`src/rtl/mips_pkg.sv`:
```
// Shared definitions for the MIPS pipeline control blocks: mult/div sequencer
// state encoding, the hard-wired zero register number and a hazard helper.
package mips_pkg;

    typedef enum logic [1:0] {
        IDLE = 2'd0,
        BUSY = 2'd1,
        DONE = 2'd2
    } md_state_t;

    localparam logic [4:0] REG_ZERO = 5'd0;

    // True when a producer writes a real register that one of the Decode sources reads.
    function automatic logic reg_match(input logic [4:0] dst,
                                       input logic [4:0] src_a,
                                       input logic [4:0] src_b);
        return (dst != REG_ZERO) && ((dst == src_a) || (dst == src_b));
    endfunction

endpackage

```
`src/rtl/stall_ctrl_md_seq.sv`:
```
// Multi-cycle mult/div sequencer: IDLE -> BUSY (MD_LAT cycles) -> DONE -> IDLE.
// A start request is only honoured in IDLE; Decode stalls keep a second
// mult/div from reaching Execute while the unit is occupied.
module md_seq
    import mips_pkg::*;
#(
    parameter int MD_LAT = 32
) (
    input  logic clk,
    input  logic rst,
    input  logic md_start_i,
    output logic busy_o,
    output logic done_o
);

    localparam int CW = $clog2(MD_LAT + 1);
    localparam logic [CW-1:0] CNT_LOAD = CW'(MD_LAT - 1);

    md_state_t     state_q, state_d;
    logic [CW-1:0] cnt_q, cnt_d;

    // State and down-counter registers; reset aborts any operation in flight.
    always_ff @(posedge clk or posedge rst) begin
        if (rst) begin
            state_q <= IDLE;
            cnt_q   <= {CW{1'b0}};
        end else begin
            state_q <= state_d;
            cnt_q   <= cnt_d;
        end
    end

    // Next-state and counter logic.
    always_comb begin
        state_d = state_q;
        cnt_d   = cnt_q;
        case (state_q)
            IDLE: begin
                if (md_start_i) begin
                    state_d = BUSY;
                    cnt_d   = CNT_LOAD;
                end else begin
                    state_d = IDLE;
                end
            end
            BUSY: begin
                if (cnt_q == {CW{1'b0}}) begin
                    state_d = DONE;
                end else begin
                    cnt_d = cnt_q - CW'(1);
                end
            end
            DONE: begin
                state_d = IDLE;
            end
            default: begin
                state_d = IDLE;
                cnt_d   = {CW{1'b0}};
            end
        endcase
    end

    assign busy_o = (state_q != IDLE);
    assign done_o = (state_q == DONE);

endmodule

```
`src/rtl/stall_ctrl.sv`:
```
// Pipeline stall/flush controller for the five-stage MIPS datapath.
// Resolves load-use, branch-in-Decode and HI/LO-consumer hazards with zero
// latency and counts stalled cycles in a saturating performance counter.
module stall_ctrl
    import mips_pkg::*;
#(
    parameter int MD_LAT = 32,
    parameter int CNT_W  = 32
) (
    input  logic             clk,
    input  logic             rst,
    input  logic [4:0]       rs_d,
    input  logic [4:0]       rt_d,
    input  logic [4:0]       rt_e,
    input  logic             memtoreg_e,
    input  logic             regwrite_e,
    input  logic [4:0]       writereg_e,
    input  logic             memtoreg_m,
    input  logic [4:0]       writereg_m,
    input  logic             branch_d,
    input  logic             pcsrc_d,
    input  logic             md_use_d,
    input  logic             md_start_e,
    output logic             en_f,
    output logic             en_d,
    output logic             flush_d,
    output logic             flush_e,
    output logic             md_busy,
    output logic             md_done,
    output logic [CNT_W-1:0] stall_cnt
);

    logic             lwstall_s;
    logic             brstall_s;
    logic             mdstall_s;
    logic             stall_s;
    logic [CNT_W-1:0] stall_cnt_q;

    md_seq #(
        .MD_LAT (MD_LAT)
    ) u_md_seq (
        .clk        (clk),
        .rst        (rst),
        .md_start_i (md_start_e),
        .busy_o     (md_busy),
        .done_o     (md_done)
    );

    // Hazard detection and enable/flush generation; reset forces every control low.
    always_comb begin
        lwstall_s = memtoreg_e && reg_match(rt_e, rs_d, rt_d);
        brstall_s = branch_d &&
                    ((regwrite_e && reg_match(writereg_e, rs_d, rt_d)) ||
                     (memtoreg_m && reg_match(writereg_m, rs_d, rt_d)));
        mdstall_s = md_use_d && md_busy;
        stall_s   = lwstall_s || brstall_s || mdstall_s;
        if (rst) begin
            en_f    = 1'b0;
            en_d    = 1'b0;
            flush_d = 1'b0;
            flush_e = 1'b0;
        end else begin
            en_f    = !stall_s;
            en_d    = !stall_s;
            // A stall wins over a redirect; the branch is re-evaluated next cycle.
            flush_d = pcsrc_d && !stall_s;
            flush_e = stall_s;
        end
    end

    // Saturating count of stalled cycles.
    always_ff @(posedge clk or posedge rst) begin
        if (rst) begin
            stall_cnt_q <= {CNT_W{1'b0}};
        end else if (stall_s && (stall_cnt_q != {CNT_W{1'b1}})) begin
            stall_cnt_q <= stall_cnt_q + CNT_W'(1);
        end else begin
            stall_cnt_q <= stall_cnt_q;
        end
    end

    assign stall_cnt = stall_cnt_q;

endmodule
```
`config.mk`:
```
export PLATFORM = sky130hd
export DESIGN_NAME = stall_ctrl
export DESIGN_NICKNAME = d
export VERILOG_FILES = /design/src/rtl/mips_pkg.sv /design/src/rtl/stall_ctrl_md_seq.sv /design/src/rtl/stall_ctrl.sv
export SDC_FILE = /design/constraint.sdc
export NUM_CORES = 1
export LEC_CHECK = 0
export CORE_ASPECT_RATIO = 0.75
export CORE_UTILIZATION = 43
export DETAILED_ROUTE_END_ITERATION = 10
export HOLD_SLACK_MARGIN = 0.06
export PLACE_DENSITY = 0.88
export SYNTH_ARGS = -nofsm -noshare
export SYNTH_HDL_FRONTEND = slang
export SYNTH_SLANG_ARGS = --single-unit
```
`constraint.sdc`:
```
create_clock -name clk -period 2.75 [get_ports clk]
set_clock_uncertainty 0.1 [all_clocks]
set_input_delay 0.6875 -clock clk [delete_from_list [all_inputs] [get_ports clk]]
set_output_delay 0.6875 -clock clk [all_outputs]
set_load 0.005 [all_outputs]
```
==> flow_metrics.py <==
metrics = {
    "die": {
        "num_io_pins": 72,
        "rows": 23,
        "die_w_um": 89.78,
        "dieArea_sq_um": 6090,
        "initial_core_util": 0.4545,
        "coreArea_sq_um": 5468,
        "die_h_um": 67.84,
    },
    "sta": {
        "rsz0062_at_grt": "true",
        "final_max_slew_viol_count": 0,
        "period_needed_ps": 2944,
        "setup_tns_ps": -488.8,
        "fmax_mhz": 339.7,
        "maxSlewHeadroom": 0.7052,
        "fin_ws_ps": -193.8,
        "finalSetupViolCount": 4,
        "worst_pin_slew_ps": 441.3,
        "hold_viol_final": 0,
        "period_share": 1.070,
    },
    "place": {
        "dpl_worst_slack_ps": -841.1,
        "place_hpwl_mm": 4.935,
        "postPlaceCellArea_sq_um": 3396,
        "gp_congestion": 0.8556,
        "io_buffers": 71,
    },
    "clock_tree": {
        "ctsRootBufferMaster": "clkbuf_8",
        "cts_buffers": 5,
        "cts_tree": "built",
        "clock_tree.buffer_depth": 2,
        "cts_max_level": 2,
        "cts.clk_slew.worst_paths_ps": 70,
        "clock-sinks": 40,
        "clk_latency_ps": 300,
    },
    "finish": {
        "drive_gt1_frac": 0.2450,
        "diodes": 0,
        "regArea_sq_um": 1001,
        "stdcell_area_sq_um": 3582,
        "final_common_cell": "clkdlybuf4s50_1",
        "fillers": 438,
        "final_cell_mix": "42 x clkdlybuf4s50_1, 40 x dfrtp_1, 35 x xor2_1",
        "multi_input_area_sq_um": 1553,
        "layout-area-overhead-vs-synth_pct": 44.16,
        "nNetsFinal": 386,
    },
    "worst_setup_path": {
        "cp_data_arrival_time_ps": 2160,
        "cp-start-kind": "primary input",
        "rrSetupSlack_ps": 240,
        "end_kind": "primary output",
        "r2r_start": "stall_cnt[2]$_DFFE_PP0P_",
        "worstPathRequired_ps": 1960,
        "crit_path_end": "flush_d",
        "reg2reg_to": "stall_cnt[16]$_DFFE_PP0P_",
        "cp_max_fo": 3,
        "crit_start": "rs_d[2]",
        "rr_worst_depth": 8,
        "path_class": "primary input to primary output",
    },
    "global_route": {
        "grt_max_degree": 32,
        "overflow": 0,
        "grt_first_pass_wirelength_mm": 11.59,
        "grt_pass1_vias": 2354,
        "grtUsageTotal": 0.2449,
        "grt_antenna_before_repair": 0,
    },
    "run_status": {
        "status": "complete, but fails checks",
        "failed_checks": "negative setup slack",
    },
    "power_and_ir_drop": {
        "p_comb_frac": 0.376,
        "seq_power_share": 0.424,
        "p_sw_frac": 0.3443,
        "p_leak_nw": 1.601,
        "power.density_nw_per_um2": 567.3,
        "internal_power_mw": 1.333,
        "clkPwrFrac": 0.200,
        "max-vdd-ir-drop_uv": 460.2,
        "switchingPower_mw": 0.6996,
    },
    "synth": {
        "synth_fp_nets": 295,
        "yosysSeqAreaShare": 0.4028,
        "synth_cell_types": 39,
        "ys_seq_elements": 40,
        "synthArstFlopShare": 1.000,
        "syn_avg_cell_area_sq_um": 9.594,
        "syn_inst": 259,
        "synth_area_sq_um": 2485,
        "synthFlopType": "dfrtp_1",
        "synth_warnings": 0,
        "synth-edff-count": 0,
    },
    "drt": {
        "ant_nets": 0,
        "post-route-drc-count": 0,
        "drtIter0Drc": 275,
        "wirelength_mm": 7.031,
        "wl_per_cell_um": 16.50,
        "vias_per_cell": 5.474,
        "first_pass_iters": 4,
        "vias": 2332,
    },
    "hold_path": {
        "min_path_type": "flop to flop",
    },
    "run": {
        "maxCapViolations": 0,
    },
}
cells in the mapped netlist (2+ instances only):
master / number / area, sq um
dfrtp_1: 40 / 1001
xor2_1: 36 / 315.3
xnor2_1: 25 / 219.0
nor3_1: 24 / 120.1
nor2_1: 18 / 67.56
nand3_1: 17 / 85.08
nand2_1: 16 / 60.06
nand4_1: 10 / 62.56
o22ai_1: 7 / 43.79
and3_1: 6 / 37.54
a21oi_1: 4 / 20.02
and2_1: 4 / 25.02
buf_2: 4 / 20.02
inv_1: 4 / 15.01
nor2b_1: 4 / 25.02
nor4_2: 4 / 50.05
and4_1: 3 / 26.28
clkbuf_1: 3 / 11.26
or4_1: 3 / 22.52
a2111oi_2: 2 / 30.03
a31oi_1: 2 / 12.51
buf_4: 2 / 15.01
ha_1: 2 / 25.02
nor3b_1: 2 / 15.01
nor4b_2: 2 / 30.03
o2111ai_1: 2 / 17.52
power by group through the flow:
stage               clock (mW)  sequential [mW]  combinational, mW
floorplan                    0            0.842              0.396
global placement             0            0.855              0.696
detailed placement           0            0.865              0.732
CTS                      0.409            0.859              0.757
global route             0.432            0.884              0.843
finish                   0.406            0.862              0.764
how the worst min path moves through the flow:
stage	start	endpoint	slack, ps	depth (start not counted)
finish	stall_cnt[29]$_DFFE_PP0P_	stall_cnt[29]$_DFFE_PP0P_	390	1
global route	stall_cnt[8]$_DFFE_PP0P_	stall_cnt[8]$_DFFE_PP0P_	410	1
global placement	stall_cnt[20]$_DFFE_PP0P_	stall_cnt[20]$_DFFE_PP0P_	370	1
detailed placement	stall_cnt[4]$_DFFE_PP0P_	stall_cnt[4]$_DFFE_PP0P_	380	1
floorplan	stall_cnt[20]$_DFFE_PP0P_	stall_cnt[20]$_DFFE_PP0P_	380	1
CTS	stall_cnt[4]$_DFFE_PP0P_	stall_cnt[4]$_DFFE_PP0P_	400	1
per-stage QoR:
stage	utilization	power [mW]	hold slack, ps	std cells
after CTS	0.6478	2.025	397.0	427
after global routing	0.6551	2.159	412.1	426
after global placement	0.6211	1.551	372.1	416
after detailed placement	0.6211	1.597	382.2	416
final	0.6551	2.032	393.0	426
after floorplan	-	1.238	377.0	259
flip-flops by register name (all words and copies together), names as in the netlist:
signal / count
stall_cnt: 32
u_md_seq.cnt_q: 6
u_md_seq.state_q: 2
critical path, stage by stage:
cell and delay [ps]:
clkdlybuf4s15_2 230, xnor2_1 170, nand3_1 120, o22ai_2 190
o2111ai_2 140, o2111a_2 220, buf_6 130, and3_4 170
buf_6 110
area by class of cell:
cell class | instances | area share
Inverter | 4 | 0.004191
Tap cell | 75 | 0.02620
Timing Repair Buffer | 93 | 0.2316
Clock buffer | 8 | 0.02515
Multi-Input combinational cell | 206 | 0.4335
Sequential cell | 40 | 0.2794
routing by layer:
layer	wire length, um	up-vias	global-route usage
li1	-	1105	-
met2	3394	85	0.4163
met3	406	16	0.05778
met4	138	0	0.08811
met5	0	-	0
met1	3092	1126	0.3119
logic make-up after synthesis:
group,after synthesis,synth area share
DFF,40,0.4028
AOI/OAI and AO/OA,20,0.05992
and+or+nand+nor,121,0.2790
xor gates and xnor gates,61,0.2150
muxes,2,0.008560
adders and majority gates,2,0.01007
buffers and inverters,13,0.02467
repair_timing:
action                                  CTS  global route
gates resized for setup                 120            19
pin swaps                                19            11
setup buffers                             3             0
endpoints found under the setup margin   17            23
cloned                                    0             0
hold buffers                              0             0
No activity file was read; power rests on OpenSTA's default activity.
